===== src/rtl/maxpool_window_2x2_pkg.sv =====
// maxpool_window_2x2_pkg: shared feature-map geometry and sample width for the conv, pool and dense stages
package maxpool_window_2x2_pkg;
   localparam int W1_DEF    = 9;
   localparam int IMG_W_DEF = 26;
   localparam int IMG_H_DEF = 26;
endpackage


===== src/rtl/maxpool_window_2x2_if.sv =====
// maxpool_window_2x2_if: pixel stream in and pooled sample stream out of the pooling stage
interface maxpool_window_2x2_if import maxpool_window_2x2_pkg::*; #(parameter int w1 = W1_DEF) ();
   logic                 in_valid;
   logic signed [w1-1:0] in_data;
   logic                 out_valid;
   logic signed [w1-1:0] out_data;
   logic                 out_last;
   modport master (output in_valid, in_data, input out_valid, out_data, out_last);
   modport slave (input in_valid, in_data, output out_valid, out_data, out_last);
endinterface


===== src/rtl/maxpool_window_2x2_max_4.sv =====
// max_4: combinational signed maximum of four samples
module max_4 #(parameter int w1 = 9) (
   input  logic signed [w1-1:0] num0,
   input  logic signed [w1-1:0] num1,
   input  logic signed [w1-1:0] num2,
   input  logic signed [w1-1:0] num3,
   output logic signed [w1-1:0] max_out
);
   logic signed [w1-1:0] m01, m23;
   // two-level compare tree
   always_comb begin
      m01     = num0 > num1 ? num0 : num1;
      m23     = num2 > num3 ? num2 : num3;
      max_out = m01 > m23 ? m01 : m23;
   end
endmodule


===== src/rtl/maxpool_window_2x2.sv =====
// maxpool_window_2x2: streaming 2x2 stride-2 max pooling with a one-row line buffer
module maxpool_window_2x2 import maxpool_window_2x2_pkg::*; #(
   parameter int w1    = W1_DEF,
   parameter int IMG_W = IMG_W_DEF,
   parameter int IMG_H = IMG_H_DEF
) (
   input logic clk,
   input logic rst_n,
   maxpool_window_2x2_if.slave s
);
   localparam int CW = $clog2(IMG_W);
   localparam int RW = $clog2(IMG_H);
   localparam bit ODD_W = IMG_W % 2 == 1;
   logic [CW-1:0] col, col_even;
   logic [RW-1:0] row;
   logic signed [w1-1:0] linebuf [IMG_W];
   logic signed [w1-1:0] hold, win_max;
   logic last_col, last_row, win, at_last, buf_wr, hold_wr;
   assign last_col = col == CW'(IMG_W - 1);
   assign last_row = row == RW'(IMG_H - 1);
   assign col_even = col & ~CW'(1);
   // odd row and odd col complete a window; floor rule falls out since a trailing odd row/col has even index
   assign win      = s.in_valid & row[0] & col[0];
   assign at_last  = row == RW'(2 * (IMG_H / 2) - 1) && col == CW'(2 * (IMG_W / 2) - 1);
   assign buf_wr   = s.in_valid & ~row[0] & ~(ODD_W & last_col);
   assign hold_wr  = s.in_valid & row[0] & ~col[0];
   max_4 #(.w1(w1)) u_max (
      .num0(linebuf[col_even]),
      .num1(linebuf[col]),
      .num2(hold),
      .num3(s.in_data),
      .max_out(win_max)
   );
   // raster position of the next accepted pixel; frames roll over without a bubble
   always_ff @(posedge clk or negedge rst_n)
      if (!rst_n) begin
         col <= '0;
         row <= '0;
      end else if (s.in_valid) begin
         col <= last_col ? '0 : col + CW'(1);
         row <= last_col ? (last_row ? '0 : row + RW'(1)) : row;
      end
   // top-row pixels and the left pixel of the bottom pair; always rewritten before read, so no reset
   always_ff @(posedge clk) begin
      if (buf_wr) linebuf[col] <= s.in_data;
      if (hold_wr) hold <= s.in_data;
   end
   // registered pooled sample; out_data holds between pulses
   always_ff @(posedge clk or negedge rst_n)
      if (!rst_n) begin
         s.out_valid <= 1'b0;
         s.out_last  <= 1'b0;
         s.out_data  <= '0;
      end else begin
         s.out_valid <= win;
         s.out_last  <= win & at_last;
         if (win) s.out_data <= win_max;
      end
endmodule


===== src/flat_wrapper.sv =====
// flat-port wrapper written by rule: the top's interface ports become plain ports
module maxpool_window_2x2_flat import maxpool_window_2x2_pkg::*;
#(
   parameter int w1    = W1_DEF,
   parameter int IMG_W = IMG_W_DEF,
   parameter int IMG_H = IMG_H_DEF
)
  (clk, rst_n, s_in_valid, s_in_data, s_out_valid, s_out_data, s_out_last);
  maxpool_window_2x2_if #(.w1(w1)) s_i ();
  input logic clk;
  input logic rst_n;
  input wire logic [$bits(s_i.in_valid)-1:0] s_in_valid;
  input wire logic [$bits(s_i.in_data)-1:0] s_in_data;
  output wire logic [$bits(s_i.out_valid)-1:0] s_out_valid;
  output wire logic [$bits(s_i.out_data)-1:0] s_out_data;
  output wire logic [$bits(s_i.out_last)-1:0] s_out_last;
  assign s_i.in_valid = s_in_valid;
  assign s_i.in_data = s_in_data;
  assign s_out_valid = s_i.out_valid;
  assign s_out_data = s_i.out_data;
  assign s_out_last = s_i.out_last;
  maxpool_window_2x2 #(.w1(w1), .IMG_W(IMG_W), .IMG_H(IMG_H)) u_core (.clk(clk), .rst_n(rst_n), .s(s_i));
endmodule

===== config.mk =====
export PLATFORM = sky130hd
export DESIGN_NAME = maxpool_window_2x2_flat
export DESIGN_NICKNAME = d
export VERILOG_FILES = /design/src/rtl/maxpool_window_2x2_pkg.sv /design/src/rtl/maxpool_window_2x2_if.sv /design/src/rtl/maxpool_window_2x2_max_4.sv /design/src/rtl/maxpool_window_2x2.sv /design/src/flat_wrapper.sv
export SDC_FILE = /design/constraint.sdc
export NUM_CORES = 1
export LEC_CHECK = 0
export ABC_AREA = 0
export CAP_MARGIN = 20
export CORE_MARGIN = 3
export CORE_UTILIZATION = 56
export CTS_CLUSTER_SIZE = 8
export DETAILED_ROUTE_END_ITERATION = 16
export MAX_ROUTING_LAYER = met4
export PLACE_DENSITY = 0.85
export SLEW_MARGIN = 20
export SYNTH_ARGS = -nofsm -noshare
export SYNTH_HDL_FRONTEND = slang
export SYNTH_SLANG_ARGS = --single-unit

===== constraint.sdc =====
create_clock -name clk -period 4.63 [get_ports clk]
set_input_delay 0.463 -clock clk [delete_from_list [all_inputs] [get_ports clk]]
set_output_delay 0.463 -clock clk [all_outputs]
set_load 0.1 [all_outputs]

---- Yosys cells after proc, flatten, opt, wreduce, memory -nomap -nowiden ----
Memories as Yosys holds them, arrays and structs flattened.
Cells that the tools add are included.
operators by class
  add/sub/neg operators ................... 2
  $lt $le $gt $ge ......................... 3
  equal/unequal tests ..................... 2
  mux-type cells .......................... 7
  bitwise gates (word level) .............. 7
  reduce and logical (&&, ||, !) cells .... 2
operators with widths
  kind                                                           number
  9-bit greater-than comparator                                  3
  9-bit 2-to-1 mux                                               3
  5-bit by 1-bit adder with 5-bit output, second input constant  2
  5-bit equality test, second input constant                     2
  5-bit 2-to-1 mux                                               2
  1-bit bitwise AND                                              5
  1-bit 2-to-1 mux                                               2
  1-bit NOT                                                      2
  2-bit AND reduction                                            1
  1-bit logical AND                                              1
word-level totals
  register bits ........................... 30
  memory bits (writable) .................. 234
  bits of input ports ..................... 12
  output and inout bits ................... 11
  word-level logic and storage cells ...... 30
  memories ................................ 1
memory list
  name            words  width  read ports  clocked after Yosys merged registers in  wr ports  RTL line                  text
  u_core.linebuf  26     9      2           0                                        1         maxpool_window_2x2.sv:16  logic signed [w1-1:0] linebuf [IMG_W];

---- Depth between registers and ports, before layout ----
An unclocked memory read counts as a cell.
  depth in word-level cells ............... 5
  mapped depth ............................ 23
  gate-level depth less buffers ........... 20

---- By module ----
Synthesis repeated with hierarchy kept, for this count alone.
second synthesis, totals
  cells, all modules ...................... 772
  area total of the unflattened synthesis .. 11885.1 um2
modules (own cells, without submodules)
  module              instances  cells each  area each (um2)  seq. area each (um2)
  maxpool_window_2x2  1          627         10795.4          7822.5
  max_4               1          145         1089.8           0.0

---- Worst setup path before layout ----
No wires, ideal clock.
  path kind ............................... register -> register
  start point ............................. reg u_core.col[1]
  end point ............................... reg u_core.s.out_data[6]
  setup time .............................. 0.141 ns
  data arrival time ....................... 4.911 ns
  data required time ...................... 4.489 ns
  path slack .............................. -0.423 ns
  cell stages (with the launch flop) ...... 21
  buffers on the path ..................... 3
  clock period less this slack ............ 5.053 ns
  path through ............................ dfrtp_1 > buf_6 > buf_4 > buf_2 > mux2i_1 > o22ai_1 > or4_1 > ha_1 > nand4_1 > o32ai_1 > o21ai_0 > a41oi_2 > mux2_2 > ha_1 > a21o_1 > a21oi_1 > o221ai_1 > a311oi_1 > o22a_1 > nand2b_1 > o221ai_1
on the way
  word-level cells in the longest chain between the ends .. 5
RTL lines
  what                           RTL line                        text
  start: declaration             maxpool_window_2x2.sv:14        logic [CW-1:0] col, col_even;
  start signal: assignment       maxpool_window_2x2.sv:40        col <= last_col ? '0 : col + CW'(1);
  memory read 26 x 9 bit *       --
  9-bit greater-than comparator  maxpool_window_2x2_max_4.sv:12  m01 = num0 > num1 ? num0 : num1;
  9-bit 2-to-1 mux *             maxpool_window_2x2_max_4.sv:12
  9-bit greater-than comparator  maxpool_window_2x2_max_4.sv:14  max_out = m01 > m23 ? m01 : m23;
  9-bit 2-to-1 mux *             maxpool_window_2x2_max_4.sv:14
  end signal: assignment         maxpool_window_2x2.sv:57        if (win) s.out_data <= win_max;
  end: declaration               maxpool_window_2x2_if.sv:9      modport slave (input in_valid, in_data, output out_valid, out_data, out_last);
Mark *: on every way between the ends. The rest lies on a longest branch, timed or not.
A chain may end at the register's enable or synchronous reset.

---- Worst setup path after layout ----
Ends and elaborated chain as after synthesis.

==> flow_metrics.py <==
metrics = {
    "synth": {
        "edff_count_synth": 243,
        "synth.mux.area_fraction": 0.144,
        "synth.yosys.warnings": 0,
        "synthesis.instances": 837,
        "yosys.cell_types.count": 63,
        "mappedNetlistNets": 882,
        "avg_inst_size_synth_um2": 14.6,
        "synth-adder-area-share": 0.0338,
        "synth-xor-area-share": 0,
        "yosys.area_share.simple": 0.0744,
        "synth-compound-area-share": 0.0785,
        "share_of_flip_flops_with_an_asynchronous_set_or_reset": 0.0795,
        "synth_top_family_by_area": "multiplexers",
        "synth-seq-area-share": 0.640,
        "synthesis.area_um2": 12200,
        "synthFlopType": "sky130_fd_sc_hd__edfxtp_1",
        "postSynthRegisterBits": 264,
    },
    "job": {
        "drv.max_cap_violation_count": 0,
    },
    "final_layout": {
        "final_layout_size_suffix_gt1_frac": 0.331,
        "fillCellCount": 1210,
        "register_area_um2": 7830,
        "antennaDiodeCount": 0,
        "multi_input_area_um2": 4540,
        "layout_commonest_cell": "sky130_fd_sc_hd__edfxtp_1",
        "final_net_count": 1082,
        "area_delta_synth_final_pct": 28.0,
        "mostFrequentLayoutCells": "sky130_fd_sc_hd__edfxtp_1 (243), sky130_fd_sc_hd__buf_4 (158), sky130_fd_sc_hd__mux2i_1 (88), sky130_fd_sc_hd__nor2_1 (53), sky130_fd_sc_hd__nand2_1 (41)",
    },
    "clocking": {
        "numClockSinks": 264,
        "cts-root-to-sink-buffers": 3,
        "cts-buffers-inserted": 38,
        "clk-insertion-delay-late_ns": 0.53,
        "cts_root_buf": "sky130_fd_sc_hd__clkbuf_16",
        "clock_tree_from_tritoncts": "done",
        "htree_levels": 2,
        "clkSlewWorstSetupHoldPaths_ns": 0.06,
    },
    "status": {
        "failing_checks": "negative setup slack",
        "status": "finished with violations",
    },
    "timing": {
        "maxSlewHeadroom": 0.240,
        "setup_viol_count_final": 9,
        "skew_ns": 0.0240,
        "setup_repair_after_global_routing_missed_its_margin": "true",
        "worst_slew_pin_slew_ns": 1.14,
        "holdWs_ns": 0.436,
        "final_min_period_over_clock_period": 1.09,
        "post-route-min-period_ns": 5.03,
        "fin_ws_ns": -0.405,
        "slew_viol_final": 0,
        "fmaxAchievable_mhz": 199,
        "setup-tns-final_ns": -3.32,
        "hold_violations_final": 0,
    },
    "routing": {
        "via_per_inst": 6.56,
        "drtAntennaViolNets": 0,
        "drt_drc_violations_left": 0,
        "routed_wirelength_um": 35900,
        "dr_total_vias": 8754,
        "avgRoutedWirePerCell_um": 26.9,
        "drtIter0Drc": 1269,
        "firstDrtPassIters": 6,
    },
    "floorplan": {
        "rows": 53,
        "core_area_um2": 21200,
        "floorplan.initialDensity": 0.576,
        "top_level_ports": 23,
        "die_w_um": 154,
        "die_h_um": 154,
        "die_area_um2": 23600,
    },
    "worst_setup_path": {
        "path_common_cell": "sky130_fd_sc_hd__o221ai_2",
        "timing.critical_path.from_type": "register",
        "cp.arrival_ns": 5.42,
        "timing.critical_path.cells": "buf_6 -> or4bb_4 -> o22a_1 -> o221ai_2 -> nor3_2 -> o21ai_1 -> inv_1 -> ha_4 -> nand4_1 -> o32ai_2 -> o21ai_2 -> a41oi_4 -> mux2_4 -> ha_4 -> a21o_1 -> a21oi_2 -> o221ai_2 -> a311oi_1 -> o22a_2 -> nand2b_4 -> o221ai_2",
        "worst_r2r_startpoint": "u_core.col[1]",
        "kind_of_end_point_of_the_critical_path": "register",
        "worst-endpoint-required_ns": 5.01,
        "worstPathMaxFanout": 8,
        "worstSetupPathType": "reg2reg",
        "timing.critical_path.from": "u_core.col[1]",
        "slowest_delay_ns": 0.61,
        "worst_path_dominant_cell_family": "compound AO/OA/AOI/OAI gates",
        "timing.critical_path.slowest_stage_cell": "sky130_fd_sc_hd__or4bb_4",
        "timing.critical_path.buf_inv": 2,
    },
    "pwr": {
        "total_leakage_power_nw": 5.77,
        "irDropWorstVdd_uv": 529,
        "powerDensity_nw_per_um2": 753,
    },
    "global_route": {
        "global_route.usage.met3": 0.0557,
        "global_route_wire_length_before_repair_um": 52600,
        "groute.layer.met1.usage": 0.411,
        "grt-ovfl-total": 0,
        "grt.met2_usage": 0.472,
        "vias_in_the_first_global_route": 8489,
        "grt_antenna_before_repair": 0,
        "grt_start_max_net_pins": 29,
        "grt_max_usage_layer": "met2",
        "grt_use_total": 0.306,
    },
    "placed_design": {
        "buffer_ports.inserted": 22,
        "detailed_place_hpwl_um": 23900,
        "gp_routability_congestion": 1.05,
    },
    "min_path": {
        "hold_path.class": "in2async",
    },
}
report_power, final:
part	internal, mW	switching (mW)
sequential	2.77	0.125
clock	1.52	0.989
combinational	3.22	3.14
total	7.51	4.26
layout make-up:
type	instances	area share
Inverter	31	0.00744
Tap cell	275	0.0220
Clock inverter	3	0.00352
Timing Repair Buffer	204	0.110
Sequential cell	264	0.501
Clock buffer	59	0.0658
Multi-Input combinational cell	498	0.290
Yosys cell counts (6+ instances only):
library cell / instances / area [um2]
sky130_fd_sc_hd__edfxtp_1: 243 / 7300
sky130_fd_sc_hd__mux2i_1: 104 / 1040
sky130_fd_sc_hd__nor2_1: 57 / 214
sky130_fd_sc_hd__nand2_1: 44 / 165
sky130_fd_sc_hd__o22ai_1: 40 / 250
sky130_fd_sc_hd__ha_1: 33 / 413
sky130_fd_sc_hd__a21oi_1: 29 / 145
sky130_fd_sc_hd__inv_1: 29 / 109
sky130_fd_sc_hd__buf_2: 25 / 125
sky130_fd_sc_hd__mux4_2: 23 / 518
sky130_fd_sc_hd__dfrtp_1: 21 / 526
sky130_fd_sc_hd__o21ai_0: 17 / 85.1
sky130_fd_sc_hd__mux2_2: 15 / 169
sky130_fd_sc_hd__nor3_1: 12 / 60.1
sky130_fd_sc_hd__nand3_1: 11 / 55.1
sky130_fd_sc_hd__o211ai_1: 11 / 82.6
sky130_fd_sc_hd__buf_4: 9 / 67.6
sky130_fd_sc_hd__o221ai_1: 7 / 61.3
sky130_fd_sc_hd__clkbuf_1: 6 / 22.5
cell families (layout without fill, tap and decap cells):
kind of cell             count (synthesis)  after routing
multiplexers                           143            143
AND/OR/NAND/NOR                        179            179
buffers and inverters                   75            297
AO/OA/AOI/OAI                          143            143
flip-flops                             264            264
adder cells (fa/ha/maj)                 33             33
metal layers:
metal | vias up | part of all wire
li1 | 3705 | -
met1 | 4348 | 0.38
met2 | 595 | 0.47
met3 | 106 | 0.11
met4 | 0 | 0.044
met5 | - | 0
through the flow:
step                      std cells  setup WS [ns]  cell area, um2  utilization  total power [mW]
final                          1334         -0.405           15600        0.737              11.8
after detailed placement       1238         -0.661           13800        0.648              7.78
after floorplan                 837       0.000895           12300            -              5.87
after CTS                      1326         -0.304           15400        0.724              11.1
after global routing           1334         -0.544           15600        0.737              12.3
after global placement         1238         -0.588           13800        0.648              7.73
sequential cells by signal (all words and copies together) (netlist names):
signal              flops
u_core.hold             9
u_core.linebuf        234
u_core.s.out_data       9
u_core.col              5
u_core.row              5
u_core.s.out_last       1
u_core.s.out_valid      1
worst paths after layout:
kind	endpoint	slack (ns)	cells past startpoint
min in group clk	u_core.s.out_data[5]	0.50	2
worst max register to register	u_core.s.out_data[6]	-0.40	21
worst min-delay path	u_core.col[0]	0.44	2
max in group asynchronous	u_core.col[1]	3.80	2
worst max-delay path	u_core.s.out_data[6]	-0.40	21
worst min register to register	u_core.s.out_data[5]	0.50	2
what timing repair did:
action | 4_1_cts | 5_1_grt
pin swaps | 21 | 18
resized for setup | 61 | 52
setup buffers | 26 | 7
hold endpoints to repair | 0 | 21
hold buffers | 0 | 1
cloned | 0 | 0
endpoints found under the setup margin | 9 | 9
Power figures use the tool's default switching activity.
